==> src/rtl/obi_pkg.sv <==
`default_nettype none
// ============================================================================
// Module   : obi_pkg
// Brief    : Shared types, constants and address helper for the OBI master.
// Revision : 1.0
// ============================================================================
package obi_pkg;

  localparam int OBI_ATOP_W = 6;

  typedef enum logic [0:0] {
    IDLE = 1'b0,
    HOLD = 1'b1
  } obi_master_state_e;

  // Clears the byte-offset bits below the bus word; addresses up to 64 bits.
  function automatic logic [63:0] obi_align_addr(input logic [63:0] addr, input int lsb_w);
    logic [63:0] mask;
    mask = ~((64'd1 << lsb_w) - 64'd1);
    return addr & mask;
  endfunction

endpackage
`default_nettype wire

==> src/rtl/obi_master_pipe_if.sv <==
`default_nettype none
// ============================================================================
// Module   : obi_master_pipe_if
// Brief    : Core-side, response and OBI bus signals of the OBI master adapter.
// Revision : 1.0
// ============================================================================
interface obi_master_pipe_if #(
  parameter int ADDR_WIDTH      = 32,
  parameter int DATA_WIDTH      = 32,
  parameter int MAX_OUTSTANDING = 2
);
  localparam int BE_WIDTH  = DATA_WIDTH / 8;
  localparam int CNT_WIDTH = $clog2(MAX_OUTSTANDING + 1);

  logic                          core_valid_i;
  logic                          core_ready_o;
  logic [ADDR_WIDTH-1:0]         core_addr_i;
  logic                          core_we_i;
  logic [BE_WIDTH-1:0]           core_be_i;
  logic [DATA_WIDTH-1:0]         core_wdata_i;
  logic                          resp_valid_o;
  logic [DATA_WIDTH-1:0]         resp_rdata_o;
  logic                          resp_err_o;
  logic                          resp_we_o;
  logic                          obi_req_o;
  logic                          obi_gnt_i;
  logic [ADDR_WIDTH-1:0]         obi_addr_o;
  logic                          obi_we_o;
  logic [BE_WIDTH-1:0]           obi_be_o;
  logic [DATA_WIDTH-1:0]         obi_wdata_o;
  logic [obi_pkg::OBI_ATOP_W-1:0] obi_atop_o;
  logic                          obi_rvalid_i;
  logic [DATA_WIDTH-1:0]         obi_rdata_i;
  logic                          obi_err_i;
  logic [CNT_WIDTH-1:0]          outstanding_o;
  logic                          proto_err_o;

  modport master (
    input  core_valid_i, core_addr_i, core_we_i, core_be_i, core_wdata_i,
    input  obi_gnt_i, obi_rvalid_i, obi_rdata_i, obi_err_i,
    output core_ready_o, resp_valid_o, resp_rdata_o, resp_err_o, resp_we_o,
    output obi_req_o, obi_addr_o, obi_we_o, obi_be_o, obi_wdata_o, obi_atop_o,
    output outstanding_o, proto_err_o
  );

  modport slave (
    output core_valid_i, core_addr_i, core_we_i, core_be_i, core_wdata_i,
    output obi_gnt_i, obi_rvalid_i, obi_rdata_i, obi_err_i,
    input  core_ready_o, resp_valid_o, resp_rdata_o, resp_err_o, resp_we_o,
    input  obi_req_o, obi_addr_o, obi_we_o, obi_be_o, obi_wdata_o, obi_atop_o,
    input  outstanding_o, proto_err_o
  );

endinterface
`default_nettype wire

==> src/rtl/obi_tag_fifo.sv <==
`default_nettype none
// ============================================================================
// Module   : obi_tag_fifo
// Brief    : DEPTH x WIDTH synchronous FIFO with simultaneous push/pop.
// Revision : 1.0
// ============================================================================
module obi_tag_fifo #(
  parameter int DEPTH = 2,
  parameter int WIDTH = 1
) (
  input  logic                             clk,
  input  logic                             rst_n,
  input  logic                             i_push,
  input  logic [WIDTH-1:0]                 i_wdata,
  input  logic                             i_pop,
  output logic [WIDTH-1:0]                 o_rdata,
  output logic                             o_full,
  output logic                             o_empty,
  output logic [$clog2(DEPTH+1)-1:0]       o_count
);
  localparam int PTR_W = (DEPTH > 1) ? $clog2(DEPTH) : 1;
  localparam int CNT_W = $clog2(DEPTH + 1);
  localparam logic [PTR_W-1:0] c_LAST = PTR_W'(DEPTH - 1);

  logic [WIDTH-1:0] r_mem [DEPTH];
  logic [PTR_W-1:0] r_wr_ptr;
  logic [PTR_W-1:0] r_rd_ptr;
  logic [CNT_W-1:0] r_count;

  always_ff @(posedge clk or negedge rst_n) begin
    if (!rst_n) begin
      for (int i = 0; i < DEPTH; i++) r_mem[i] <= '0;
      r_wr_ptr <= '0;
      r_rd_ptr <= '0;
      r_count  <= '0;
    end else begin
      if (i_push) begin
        r_mem[r_wr_ptr] <= i_wdata;
        r_wr_ptr        <= (r_wr_ptr == c_LAST) ? '0 : r_wr_ptr + 1'b1;
      end
      if (i_pop) begin
        r_rd_ptr <= (r_rd_ptr == c_LAST) ? '0 : r_rd_ptr + 1'b1;
      end
      if (i_push && !i_pop) begin
        r_count <= r_count + 1'b1;
      end else if (i_pop && !i_push) begin
        r_count <= r_count - 1'b1;
      end
    end
  end

  // Read data is combinational so the caller can consume the head in the pop cycle.
  assign o_rdata = r_mem[r_rd_ptr];
  assign o_full  = (r_count == CNT_W'(DEPTH));
  assign o_empty = (r_count == '0);
  assign o_count = r_count;

endmodule
`default_nettype wire

==> src/rtl/obi_master_pipe.sv <==
`default_nettype none
// ============================================================================
// Module   : obi_master_pipe
// Brief    : Pipelined OBI master with grant-hold register and in-order tags.
// Revision : 1.0
// ============================================================================
module obi_master_pipe
  import obi_pkg::*;
#(
  parameter int ADDR_WIDTH      = 32,
  parameter int DATA_WIDTH      = 32,
  parameter int MAX_OUTSTANDING = 2,
  parameter int BE_WIDTH        = DATA_WIDTH / 8
) (
  input  logic                  clk,
  input  logic                  rst_n,
  obi_master_pipe_if.master     bus
);
  localparam int c_OFFSET_W = $clog2(BE_WIDTH);

  obi_master_state_e      r_state;
  obi_master_state_e      w_state_nxt;
  logic [ADDR_WIDTH-1:0]  r_hold_addr;
  logic                   r_hold_we;
  logic [BE_WIDTH-1:0]    r_hold_be;
  logic [DATA_WIDTH-1:0]  r_hold_wdata;
  logic                   r_proto_err;

  logic [ADDR_WIDTH-1:0]  w_core_addr_al;
  logic                   w_req;
  logic                   w_ready;
  logic                   w_latch;
  logic [ADDR_WIDTH-1:0]  w_addr;
  logic                   w_we;
  logic [BE_WIDTH-1:0]    w_be;
  logic [DATA_WIDTH-1:0]  w_wdata;
  logic                   w_full;
  logic                   w_empty;
  logic                   w_pop;
  logic                   w_tag;

  assign w_core_addr_al = ADDR_WIDTH'(obi_align_addr(64'(bus.core_addr_i), c_OFFSET_W));

  always_comb begin
    w_state_nxt = r_state;
    w_req       = 1'b0;
    w_ready     = 1'b0;
    w_latch     = 1'b0;
    w_addr      = '0;
    w_we        = 1'b0;
    w_be        = '0;
    w_wdata     = '0;
    case (r_state)
      IDLE: begin
        // Issue permission depends only on the registered count, never on rvalid.
        w_req = bus.core_valid_i & ~w_full;
        if (w_req) begin
          w_addr  = w_core_addr_al;
          w_we    = bus.core_we_i;
          w_be    = bus.core_be_i;
          w_wdata = bus.core_wdata_i;
        end
        w_ready = w_req & bus.obi_gnt_i;
        if (w_req && !bus.obi_gnt_i) begin
          w_latch     = 1'b1;
          w_state_nxt = HOLD;
        end
      end
      HOLD: begin
        w_req   = 1'b1;
        w_addr  = r_hold_addr;
        w_we    = r_hold_we;
        w_be    = r_hold_be;
        w_wdata = r_hold_wdata;
        w_ready = bus.obi_gnt_i;
        if (bus.obi_gnt_i) w_state_nxt = IDLE;
      end
      default: w_state_nxt = IDLE;
    endcase
  end

  always_ff @(posedge clk or negedge rst_n) begin
    if (!rst_n) begin
      r_state      <= IDLE;
      r_hold_addr  <= '0;
      r_hold_we    <= 1'b0;
      r_hold_be    <= '0;
      r_hold_wdata <= '0;
      r_proto_err  <= 1'b0;
    end else begin
      r_state <= w_state_nxt;
      if (w_latch) begin
        r_hold_addr  <= w_core_addr_al;
        r_hold_we    <= bus.core_we_i;
        r_hold_be    <= bus.core_be_i;
        r_hold_wdata <= bus.core_wdata_i;
      end
      if (bus.obi_rvalid_i && w_empty) r_proto_err <= 1'b1;
    end
  end

  // Responses with nothing outstanding are dropped and only flagged.
  assign w_pop = bus.obi_rvalid_i & ~w_empty;

  obi_tag_fifo #(
    .DEPTH (MAX_OUTSTANDING),
    .WIDTH (1)
  ) u_tag_fifo (
    .clk     (clk),
    .rst_n   (rst_n),
    .i_push  (w_ready),
    .i_wdata (w_we),
    .i_pop   (w_pop),
    .o_rdata (w_tag),
    .o_full  (w_full),
    .o_empty (w_empty),
    .o_count (bus.outstanding_o)
  );

  assign bus.obi_req_o    = w_req;
  assign bus.obi_addr_o   = w_addr;
  assign bus.obi_we_o     = w_we;
  assign bus.obi_be_o     = w_be;
  assign bus.obi_wdata_o  = w_wdata;
  assign bus.obi_atop_o   = '0;
  assign bus.core_ready_o = w_ready;
  assign bus.resp_valid_o = w_pop;
  assign bus.resp_we_o    = w_pop & w_tag;
  assign bus.resp_err_o   = w_pop & bus.obi_err_i;
  assign bus.resp_rdata_o = (w_pop && !w_tag) ? bus.obi_rdata_i : '0;
  assign bus.proto_err_o  = r_proto_err;

endmodule
`default_nettype wire

==> src/flat_wrapper.sv <==
// flat-port wrapper written by rule: the top's interface ports become plain ports
module obi_master_pipe_flat import obi_pkg::*;
#(
  parameter int ADDR_WIDTH      = 32,
  parameter int DATA_WIDTH      = 32,
  parameter int MAX_OUTSTANDING = 2,
  parameter int BE_WIDTH        = DATA_WIDTH / 8
)
  (clk, rst_n, bus_core_valid_i, bus_core_addr_i, bus_core_we_i, bus_core_be_i, bus_core_wdata_i, bus_obi_gnt_i, bus_obi_rvalid_i, bus_obi_rdata_i, bus_obi_err_i, bus_core_ready_o, bus_resp_valid_o, bus_resp_rdata_o, bus_resp_err_o, bus_resp_we_o, bus_obi_req_o, bus_obi_addr_o, bus_obi_we_o, bus_obi_be_o, bus_obi_wdata_o, bus_obi_atop_o, bus_outstanding_o, bus_proto_err_o);
  obi_master_pipe_if #(.ADDR_WIDTH(ADDR_WIDTH), .DATA_WIDTH(DATA_WIDTH), .MAX_OUTSTANDING(MAX_OUTSTANDING)) bus_i ();
  input  logic clk;
  input  logic rst_n;
  input wire logic [$bits(bus_i.core_valid_i)-1:0] bus_core_valid_i;
  input wire logic [$bits(bus_i.core_addr_i)-1:0] bus_core_addr_i;
  input wire logic [$bits(bus_i.core_we_i)-1:0] bus_core_we_i;
  input wire logic [$bits(bus_i.core_be_i)-1:0] bus_core_be_i;
  input wire logic [$bits(bus_i.core_wdata_i)-1:0] bus_core_wdata_i;
  input wire logic [$bits(bus_i.obi_gnt_i)-1:0] bus_obi_gnt_i;
  input wire logic [$bits(bus_i.obi_rvalid_i)-1:0] bus_obi_rvalid_i;
  input wire logic [$bits(bus_i.obi_rdata_i)-1:0] bus_obi_rdata_i;
  input wire logic [$bits(bus_i.obi_err_i)-1:0] bus_obi_err_i;
  output wire logic [$bits(bus_i.core_ready_o)-1:0] bus_core_ready_o;
  output wire logic [$bits(bus_i.resp_valid_o)-1:0] bus_resp_valid_o;
  output wire logic [$bits(bus_i.resp_rdata_o)-1:0] bus_resp_rdata_o;
  output wire logic [$bits(bus_i.resp_err_o)-1:0] bus_resp_err_o;
  output wire logic [$bits(bus_i.resp_we_o)-1:0] bus_resp_we_o;
  output wire logic [$bits(bus_i.obi_req_o)-1:0] bus_obi_req_o;
  output wire logic [$bits(bus_i.obi_addr_o)-1:0] bus_obi_addr_o;
  output wire logic [$bits(bus_i.obi_we_o)-1:0] bus_obi_we_o;
  output wire logic [$bits(bus_i.obi_be_o)-1:0] bus_obi_be_o;
  output wire logic [$bits(bus_i.obi_wdata_o)-1:0] bus_obi_wdata_o;
  output wire logic [$bits(bus_i.obi_atop_o)-1:0] bus_obi_atop_o;
  output wire logic [$bits(bus_i.outstanding_o)-1:0] bus_outstanding_o;
  output wire logic [$bits(bus_i.proto_err_o)-1:0] bus_proto_err_o;
  assign bus_i.core_valid_i = bus_core_valid_i;
  assign bus_i.core_addr_i = bus_core_addr_i;
  assign bus_i.core_we_i = bus_core_we_i;
  assign bus_i.core_be_i = bus_core_be_i;
  assign bus_i.core_wdata_i = bus_core_wdata_i;
  assign bus_i.obi_gnt_i = bus_obi_gnt_i;
  assign bus_i.obi_rvalid_i = bus_obi_rvalid_i;
  assign bus_i.obi_rdata_i = bus_obi_rdata_i;
  assign bus_i.obi_err_i = bus_obi_err_i;
  assign bus_core_ready_o = bus_i.core_ready_o;
  assign bus_resp_valid_o = bus_i.resp_valid_o;
  assign bus_resp_rdata_o = bus_i.resp_rdata_o;
  assign bus_resp_err_o = bus_i.resp_err_o;
  assign bus_resp_we_o = bus_i.resp_we_o;
  assign bus_obi_req_o = bus_i.obi_req_o;
  assign bus_obi_addr_o = bus_i.obi_addr_o;
  assign bus_obi_we_o = bus_i.obi_we_o;
  assign bus_obi_be_o = bus_i.obi_be_o;
  assign bus_obi_wdata_o = bus_i.obi_wdata_o;
  assign bus_obi_atop_o = bus_i.obi_atop_o;
  assign bus_outstanding_o = bus_i.outstanding_o;
  assign bus_proto_err_o = bus_i.proto_err_o;
  obi_master_pipe #(.ADDR_WIDTH(ADDR_WIDTH), .DATA_WIDTH(DATA_WIDTH), .MAX_OUTSTANDING(MAX_OUTSTANDING), .BE_WIDTH(BE_WIDTH)) u_core (.clk(clk), .rst_n(rst_n), .bus(bus_i));
endmodule
==> config.mk <==
export PLATFORM = sky130hd
export DESIGN_NAME = obi_master_pipe_flat
export DESIGN_NICKNAME = d
export VERILOG_FILES = /design/src/rtl/obi_pkg.sv /design/src/rtl/obi_master_pipe_if.sv /design/src/rtl/obi_tag_fifo.sv /design/src/rtl/obi_master_pipe.sv /design/src/flat_wrapper.sv
export SDC_FILE = /design/constraint.sdc
export NUM_CORES = 1
export LEC_CHECK = 0
export BUFFER_PORTS_ARGS = -buffer_cell sky130_fd_sc_hd__buf_4
export CAP_MARGIN = 20
export CORE_MARGIN = 2
export CORE_UTILIZATION = 49
export CTS_CLUSTER_SIZE = 16
export DETAILED_ROUTE_END_ITERATION = 8
export PLACE_DENSITY_LB_ADDON = 0.2
export SLEW_MARGIN = 25
export SYNTH_ARGS = -nofsm -noshare
export SYNTH_HDL_FRONTEND = slang
export SYNTH_HIERARCHICAL = 1
export SYNTH_SLANG_ARGS = --single-unit
==> constraint.sdc <==
create_clock -name clk -period 4.1 [get_ports clk]
set_input_delay 0.205 -clock clk [delete_from_list [all_inputs] [get_ports clk]]
set_output_delay 0.205 -clock clk [all_outputs]
set_load 0.01 [all_outputs]
==> flow_metrics.tcl, run 1 <==
set metrics [dict create \
    dieArea_sq_um 9470 \
    cts_tree "built" \
    synth_area_leaders "dfrtp_1, mux2_2, nand2b_1" \
    fin_tns_setup_ns 0 \
    drt-initial-drc-count 139 \
    cts_num_sinks 75 \
    yosysTopAreaCell "dfrtp_1" \
    powerDensity_nw_per_um2 592 \
    insertion_delay_ns 0.34 \
    vias 3713 \
    worst_slew_pin_slew_ns 0.859 \
    hp-class "input pin to register" \
    numCtsBuffers 9 \
    synth-edff-count 0 \
    crit_fanout 92 \
    drive_gt1_share_pct 43.1 \
    setup_viol 0 \
    routed_wl_mm 10.6 \
    final_nets 745 \
    drt-wirelength-per-cell_um 14.2 \
    root_buffer "clkbuf_8" \
    placed_cells 732 \
    port_buffers 211 \
    p_seq_share_pct 36.5 \
    synth-main-ff-cell "dfrtp_1" \
    gp_congestion 0.786 \
    instances_no_fill 749 \
    clk_pin_slew_worst_paths_ns 0.07 \
    criticalPathCategory "register to output port" \
    synthTopCellsByCount "dfrtp_1, nand2_1, nand2b_1, o21ai_0, mux2_2" \
    antenna_found_initial 0 \
    max_freq_mhz 402 \
    clk_path_buf_depth 2 \
    yosys_register_bits 75 \
    fillers 700 \
    yosysSeqAreaShare_pct 44.0 \
    slew_headroom_pct 42.7 \
    rows 34 \
    fp.dieW_um 97.3 \
    synthCells 442 \
    drtPass1Iterations 7 \
    p_comb_share_pct 46.3 \
    worstSetupEndpointType "output port" \
    cp-start-kind "register" \
    post-route-min-period_ns 2.49 \
    grt_pass1_wl_mm 17.5 \
    status "finished clean" \
    switchingPower_uw 1240 \
    grt_pass1_vias 3754 \
    ant_nets 0 \
    placed_area_sq_um 5840 \
    max_stage_delay_ns 0.67 \
    swShare_pct 34.2 \
    n_antenna_cell 0 \
    synth_area_sq_um 4270 \
    post_cts_buffers 0 \
    synth_cell_types 25 \
    syn_avg_cell_area_sq_um 9.66 \
    h-tree-depth 3 \
    grt_max_degree 137 \
    p_leak_uw 0.00294 \
    finalInstanceArea_sq_um 6090 \
    cp_slowest_cell "dfrtp_4" \
    path_delay_family "buffers and inverters" \
    hold_viol 0 \
    die_h_um 97.3 \
    peakVddDrop_v 0.000300 \
    regToRegSetupSlack_ns 1.67 \
    crit_buf_inv 3 \
    synth_top_area_share_pct 44.0 \
    min_period_over_period_pct 60.7 \
    async_reset_ff_share_pct 100 \
    syn_to_final_growth_pct 42.8 \
    arrival_ns 2.28 \
    track_usage_pct 22.6 \
    ios 222 \
    core-area_sq_um 8590 \
    start_util_pct 49.7 \
    path_cells "buf_16, inv_1, a21boi_0, buf_4" \
    dpl.hpwl_mm 7.64 \
    maxCapViolations 0 \
    viasPerCell 4.96 \
    yosysMostFrequentCell "dfrtp_1" \
    drcViolationCount 0 \
    finalClockSkew_ns 0.00477 \
    cp.required_ns 3.89 \
    rsz0062_at_grt "false" \
    yosysWarningCount 6 \
    p_int_uw 2370 \
    gr-total-overflow 0 \
    drv_slew 0 \
    p_clk_share_pct 17.2 \
]
flip-flops by register name (all words and copies together), names as in the netlist:
name and flops:
u_core/u_tag_fifo/r_rd_ptr 1, u_core/u_tag_fifo/r_mem 2, u_core/u_tag_fifo/o_count 2, u_core/r_hold_be 4, u_core/bus.proto_err_o 1, u_core/r_hold_we 1
u_core/r_hold_wdata 32, u_core/r_state 1, u_core/u_tag_fifo/r_wr_ptr 1, u_core/r_hold_addr 30
power groups by stage:
stage                     registers, uW  clock network [uW]  logic, uW
after global placement             1340                   0       1590
final                              1320                 622       1670
after floorplan                    1260                   0        988
after global routing               1370                 668       1840
after CTS                          1360                 639       1640
after detailed placement           1370                   0       1640
cells in the final DEF (no fill, tap or decap):
| cell | n |
|---|---|
| buf_4 | 214 |
| dfrtp_1 | 74 |
| nand2_1 | 69 |
| nand2b_1 | 67 |
| o21ai_0 | 67 |
| mux2_2 | 40 |
| and2_1 | 34 |
| mux2_1 | 30 |
| clkbuf_8 | 10 |
| conb_1 | 8 |
| xor2_1 | 4 |
| clkinv_2 | 2 |
| bufinv_16 | 2 |
| nor2b_1 | 2 |
| inv_1 | 2 |
| nor2_1 | 2 |
| clkinvlp_4 | 1 |
| dlygate4sd3_1 | 1 |
| buf_6 | 1 |
| nand2b_2 | 1 |
| nor3b_4 | 1 |
| a21boi_0 | 1 |
| a21oi_1 | 1 |
| nor4b_4 | 1 |
| a21o_1 | 1 |
| buf_16 | 1 |
| dfrtp_4 | 1 |
| and2b_2 | 1 |
| xnor2_1 | 1 |
| ha_1 | 1 |
cells by family (layout without fill, tap and decap cells):
logic type,Yosys count,in the layout,share of synthesized area (%)
AND/OR/NAND/NOR,178,178,22.4
XOR/XNOR,5,5,1.03
adder cells (fa/ha/maj),1,1,0.293
buffers and inverters,42,234,5.39
AO/OA/AOI/OAI,70,70,8.33
multiplexers,70,70,18.5
flip-flops,75,75,44.0
other,1,8,0.0879
through the flow:
| stage | setup slack (ns) | total power [uW] | utilization (%) | hold WS, ns |
|---|---|---|---|---|
| finish | 1.61 | 3610 | 70.9 | 0.0374 |
| global route | 1.41 | 3870 | 70.9 | 0.0253 |
| CTS | 1.34 | 3640 | 70.4 | 0.0220 |
| detailed placement | 1.44 | 3010 | 67.9 | 0.392 |
| global placement | 1.48 | 2930 | 67.9 | 0.388 |
| floorplan | 1.72 | 2250 | - | -0.0906 |
final timing paths:
path / from / end / depth (start not counted)
setup / recovery: u_core/r_state / bus_core_ready_o / 4
hold / removal: bus_obi_gnt_i / u_core/r_state / 2
setup reg to reg: u_core/r_state / u_core/u_tag_fifo/o_count[1] / 6
hold reg to reg: u_core/bus.proto_err_o / u_core/bus.proto_err_o / 1
max in group asynchronous: rst_n / u_core/r_state / 2
min in group asynchronous: rst_n / u_core/r_hold_wdata[9] / 2
what timing repair did:
item,in CTS,in global routing
resized for setup,0,0
endpoints found under the hold margin,0,75
hold buffers,0,1
per-layer routing:
layer / wire [um] / GRT usage (%)
met1: 4170 / 26.7
met2: 5460 / 39.2
met3: 843 / 6.55
met4: 164 / 8.23
met5: 0 / 0
area by class of cell:
type	instances	area [sq um]	share of cell area, %
clock buffer	10	138	2.26
sequential	75	1880	30.9
tap	108	135	2.22
clock inverter	5	77.6	1.27
multi-input combinational	332	2200	36.1
inverter	2	7.51	0.123
timing repair buffer	217	1660	27.2
Power figures use the tool's default switching activity.
==> run 2, diff against run 1 <==
--- a/config.mk
+++ b/config.mk
@@ -8,7 +8,7 @@
 export BUFFER_PORTS_ARGS = -buffer_cell sky130_fd_sc_hd__buf_4
 export CAP_MARGIN = 20
 export CORE_MARGIN = 2
-export CORE_UTILIZATION = 49
+export CORE_UTILIZATION = 41
 export CTS_CLUSTER_SIZE = 16
 export DETAILED_ROUTE_END_ITERATION = 8
 export PLACE_DENSITY_LB_ADDON = 0.2
==> constraint.sdc (replaced) <==
create_clock -name clk -period 2.09 [get_ports clk]
set_input_delay 0.1045 -clock clk [delete_from_list [all_inputs] [get_ports clk]]
set_output_delay 0.1045 -clock clk [all_outputs]
set_load 0.01 [all_outputs]
==> run 2 against run 1 <==
  * Via count rose by 7.8%
  * Die area up 19%
  * Cell count is 13% higher
  * Critical path type unchanged
==> flow_metrics.tcl, run 2 (synthesis results as in run 1) <==
set metrics [dict create \
    crit_fanout 22 \
    startpoint "u_core/u_tag_fifo/o_count[0]" \
    rsz0062_at_grt "false" \
    syn_to_final_growth_pct 59.1 \
    ios 222 \
    dr_wl_met3_um 829 \
    path_cells "and2b_2, nand2b_2, buf_4, o21ai_0, buf_4" \
    dieArea_sq_um 11200 \
    finalInstanceArea_sq_um 6790 \
    routed_wl_mm 11.8 \
    status "finished clean" \
    max_freq_mhz 503 \
    vias 4004 \
    arrival_ns 1.88 \
    track_usage_pct 21.1 \
    root_buffer "clkbuf_8" \
    dpl.hpwl_mm 7.80 \
    instances_no_fill 844 \
    criticalPathCategory "register to output port" \
    final_nets 811 \
    hp-start "bus_core_be_i[0]" \
    fillers 809 \
    slew_headroom_pct 62.6 \
    placed_cells 765 \
    fin_util_pct 66.4 \
    max_stage_delay_ns 0.41 \
    insertion_delay_ns 0.34 \
    drtPass1Iterations 4 \
    drive_gt1_share_pct 40.0 \
    placed_area_sq_um 5950 \
    multi_input_area_sq_um 2200 \
    setup_viol 0 \
    hp-class "input pin to register" \
    clk_pin_slew_worst_paths_ns 0.08 \
    wl_met2_mm 5.98 \
    crit_buf_inv 2 \
    cp_slowest_cell "dfrtp_2" \
    min_period_over_period_pct 95.1 \
    top_register "u_core/r_hold_wdata" \
    grt_pass1_wl_mm 19.3 \
    worst_slew_pin_slew_ns 0.561 \
    path_delay_family "simple AND/OR/NAND/NOR gates" \
    drcViolationCount 0 \
    ant_nets 0 \
    worstSetupEndpointType "output port" \
    fp.dieW_um 106 \
    drv_slew 0 \
    largest_reg_flops 32 \
    port_buffers 211 \
    final_cell_mix "buf_4, dfrtp_1, nand2_1" \
    hold_viol 0 \
    gp_congestion 0.784 \
    cts_num_sinks 75 \
    r2r-start "u_core/u_tag_fifo/o_count[0]" \
    numCtsBuffers 9 \
    cp.required_ns 1.99 \
    maxCapViolations 0 \
    start_util_pct 41.7 \
    grt_max_degree 71 \
    gr-total-overflow 0 \
    drt-wirelength-per-cell_um 13.9 \
    finalClockSkew_ns 0.0174 \
    top_layer "met4" \
    fin_tns_setup_ns 0 \
    p_leak_uw 0.00321 \
    clk_path_buf_depth 2 \
    post-route-min-period_ns 1.99 \
    powerDensity_nw_per_um2 1060 \
    viasPerCell 4.74 \
    cp_common_cell "buf_4" \
    grt_pass1_vias 4166 \
    core-area_sq_um 10200 \
    h-tree-depth 3 \
    final_common_cell "buf_4" \
    largestRegisters "u_core/r_hold_wdata x32, u_core/r_hold_addr x30, u_core/r_hold_be x4" \
    die_h_um 106 \
    regArea_sq_um 1880 \
    peakVddDrop_v 0.000550 \
    drt-met1-wl_mm 4.76 \
    antenna_found_initial 0 \
    cts_tree "built" \
    drt-initial-drc-count 117 \
    post_cts_buffers 0 \
    rows 37 \
    n_antenna_cell 0 \
    regToRegSetupSlack_ns 0.22 \
    cp-start-kind "register" \
]
## run 2: cell types whose count changed in the layout (fill, tap and decap cells not counted), moves of 2 or more
cell,delta
buf_4,+2
dlygate4sd3_1,+62
o21ai_0,-8
o21ai_1,+7
buf_12,+3
## run 2: timing repair
item	in CTS	in global routing
pin swaps	0	0
hold buffers	63	0
setup endpoints to repair	7	16
resized for setup	5	6
endpoints found under the hold margin	98	0
## run 2: area by class of cell
class,instances,area share [%]
Clock inverter,4,0.737
Tap cell,136,2.51
Timing Repair Buffer,283,34.2
Sequential cell,75,27.7
Inverter,2,0.111
Multi-Input combinational cell,332,32.4
Clock buffer,12,2.28
## run 2: layer usage
layer | vias up | track usage [%]
met2 | 131 | 38.2
met1 | 1899 | 24.0
li1 | 1957 | -
met4 | 0 | 6.30
met3 | 17 | 6.07
met5 | - | 0
## run 2: worst paths after layout
kind,cells past startpoint,end
worst max-delay path,5,bus_obi_addr_o[8]
worst min-delay path,2,u_core/r_hold_be[0]
worst max register to register,4,u_core/r_hold_wdata[30]
worst min register to register,1,u_core/bus.proto_err_o
max in group asynchronous,3,u_core/r_hold_wdata[1]
min in group asynchronous,2,u_core/r_hold_addr[5]
## run 2: worst reg2reg max path: cells and delay by family, from the launching register on
family | cells | cell delay (ns)
buf+inv | 1 | 0.29
flops | 1 | 0.41
mux | 1 | 0.39
simple gates | 2 | 0.67
## run 2: metrics by stage
stage	setup WS, ns	hold slack, ns	total power [uW]
CTS	0.0379	0.000672	7220
finish	0.103	0.0183	7180
detailed placement	0.184	0.107	5940
floorplan	0.0471	-0.191	4420
global route	0.0300	0.00386	7730
global placement	0.227	0.105	5810
## run 2: report_power, final
part	switching (uW)	leakage [uW]	total [uW]	internal [uW]
registers	377	0.000884	2550	2180
logic	1570	0.00223	3480	1900
clock network	539	0.0000986	1150	616
==> run 3, diff against run 2 <==
--- a/config.mk
+++ b/config.mk
@@ -12,6 +12,7 @@
 export CTS_CLUSTER_SIZE = 16
 export DETAILED_ROUTE_END_ITERATION = 8
 export PLACE_DENSITY_LB_ADDON = 0.2
+export SETUP_SLACK_MARGIN = 0.4
 export SLEW_MARGIN = 25
 export SYNTH_ARGS = -nofsm -noshare
 export SYNTH_HDL_FRONTEND = slang
==> run 3 against run 2 <==
  * Register-to-register slack better by 0.02 ns
  * Die area stayed put
  * Largest cell class unchanged
  * Core utilization is 19 points higher
  * Design area up 29%
  * Via count increased by 14%
  * Sequential power is 4% higher
  * Total power rose by 41%
  * First-iteration DRC count rose by 79%
  * Global-route usage increased by 5.3 points
  * Routed wire length rose by 48%
  * Critical path depth increased by 1
  * Critical path type unchanged
  * Sequential cell count did not move
==> flow_metrics.tcl, run 3 (synthesis results as in run 1) <==
set metrics [dict create \
    status "finished clean" \
    whs_ns 0.00750 \
    p_seq_share_pct 26.4 \
    finalClockSkew_ns 0.0133 \
    finalPower_uw 10100 \
    cts_num_sinks 75 \
    powerDensity_nw_per_um2 1150 \
    instances_no_fill 897 \
    maxCapViolations 0 \
    insertion_delay_ns 0.36 \
    hold_viol 0 \
    rsz0062_at_grt "true" \
    min_period_over_period_pct 93.5 \
    fin_util_pct 85.6 \
    max_freq_mhz 512 \
    viasPerCell 5.11 \
    numCtsBuffers 9 \
    worstSetupEndpointType "output port" \
    top_register "u_core/r_hold_wdata" \
    dieArea_sq_um 11200 \
    final_cell_mix "buf_4, dfrtp_1, dlygate4sd3_1" \
    cp-start-kind "register" \
    startpoint "u_core/u_tag_fifo/r_rd_ptr" \
    post-route-min-period_ns 1.95 \
    regArea_sq_um 1880 \
    hp-class "input pin to register" \
    vias 4584 \
    worst_slew_pin_slew_ns 0.529 \
    placed_cells 764 \
    met1_usage_pct 31.3 \
    r2r-start "u_core/u_tag_fifo/o_count[0]" \
    root_buffer "clkbuf_8" \
    swShare_pct 35.3 \
    setup_viol 0 \
    ios 222 \
    gr-total-overflow 0 \
    grt_pass1_vias 4553 \
    fillers 501 \
    drtPass1Iterations 5 \
    p_clk_share_pct 12.4 \
    rows 37 \
    gp_congestion 0.774 \
    use_met2_pct 47.3 \
    largestRegisters "u_core/r_hold_wdata x32, u_core/r_hold_addr x30, u_core/r_hold_be x4" \
    peakVddDrop_v 0.000611 \
    die_h_um 106 \
    dpl.hpwl_mm 7.98 \
    drt-initial-drc-count 209 \
    n_antenna_cell 0 \
    slew_headroom_pct 64.7 \
    grt_pass1_wl_mm 23.1 \
    track_usage_pct 26.4 \
    drcViolationCount 0 \
    top_usage_layer "met2" \
    p_leak_uw 0.00414 \
    port_buffers 211 \
    p_int_uw 6540 \
    cp.required_ns 1.99 \
    arrival_ns 1.85 \
    final_nets 864 \
    switchingPower_uw 3560 \
    criticalPathCategory "register to output port" \
    drt-wirelength-per-cell_um 19.4 \
    hp-start "bus_core_wdata_i[17]" \
    h-tree-depth 3 \
    crit_fanout 8 \
    multi_input_area_sq_um 2970 \
    fin_tns_setup_ns 0 \
    fp.dieW_um 106 \
    drive_gt1_share_pct 59.5 \
    core-area_sq_um 10200 \
    routed_wl_mm 17.4 \
    final_common_cell "buf_4" \
    antenna_found_initial 0 \
    grt_max_degree 89 \
    largest_reg_flops 32 \
    clk_path_buf_depth 2 \
    p_comb_share_pct 61.2 \
    clk_pin_slew_worst_paths_ns 0.08 \
    cts_tree "built" \
    ant_nets 0 \
    drv_slew 0 \
    grt_util_met3_pct 5.09 \
    start_util_pct 41.7 \
    syn_to_final_growth_pct 105 \
]
-- run 3: per-layer routing --
layer / share of wire (%) / vias to the layer above
met5: 0 / -
met4: 2.7 / 0
met3: 5.9 / 45
met2: 54 / 215
met1: 37 / 2249
li1: - / 2075
-- run 3: path summary, 6_finish.rpt --
kind                                           end  slack [ns]  depth (start not counted)
max                           bus_resp_rdata_o[20]        0.14                          6
max reg2reg                u_core/r_hold_wdata[26]        0.24                          7
min                        u_core/r_hold_wdata[17]       0.008                          2
min in group asynchronous   u_core/r_hold_addr[23]        0.28                          2
max in group asynchronous  u_core/r_hold_wdata[20]        1.21                          3
min reg2reg                 u_core/bus.proto_err_o        0.48                          1
-- run 3: what timing repair did --
item                       CTS  global route
setup buffers               18             8
setup endpoints to repair  170           173
hold endpoints to repair   103             3
pin swaps                   52            38
gates cloned                16             6
hold buffers                66             3
resized for setup          190           138
-- run 3: area by class of cell --
| class | count | area share, % |
|---|---|---|
| sequential | 75 | 21.5 |
| inverter | 2 | 0.0857 |
| tap | 136 | 1.94 |
| multi-input combinational | 332 | 33.9 |
| clock inverter | 6 | 1.03 |
| clock buffer | 10 | 1.46 |
| timing repair buffer | 336 | 40.1 |
-- run 3: power by group through the flow --
stage | Combinational [uW] | Sequential (uW) | Clock (uW)
4_1_cts | 5090 | 2560 | 1250
6_report | 6180 | 2660 | 1250
3_5_place_dp | 3660 | 2590 | 0
3_3_place_gp | 3590 | 2560 | 0
2_1_floorplan | 2240 | 2490 | 0
5_1_grt | 6500 | 2730 | 1340
-- run 3: critical path, stage by stage, from the launching register on --
cell and delay (ns):
dfrtp_1 0.41, mux2_4 0.33, nor3b_4 0.23, buf_6 0.15
buf_6 0.13, and2_1 0.13, buf_4 0.11
-- run 3: through the flow --
step           cell area (sq um)  setup slack, ns
5_1_grt                     8760           0.0699
3_5_place_dp                6080            0.271
6_report                    8760            0.135
3_3_place_gp                6080            0.312
2_1_floorplan               4460            0.269
4_1_cts                     8020            0.203
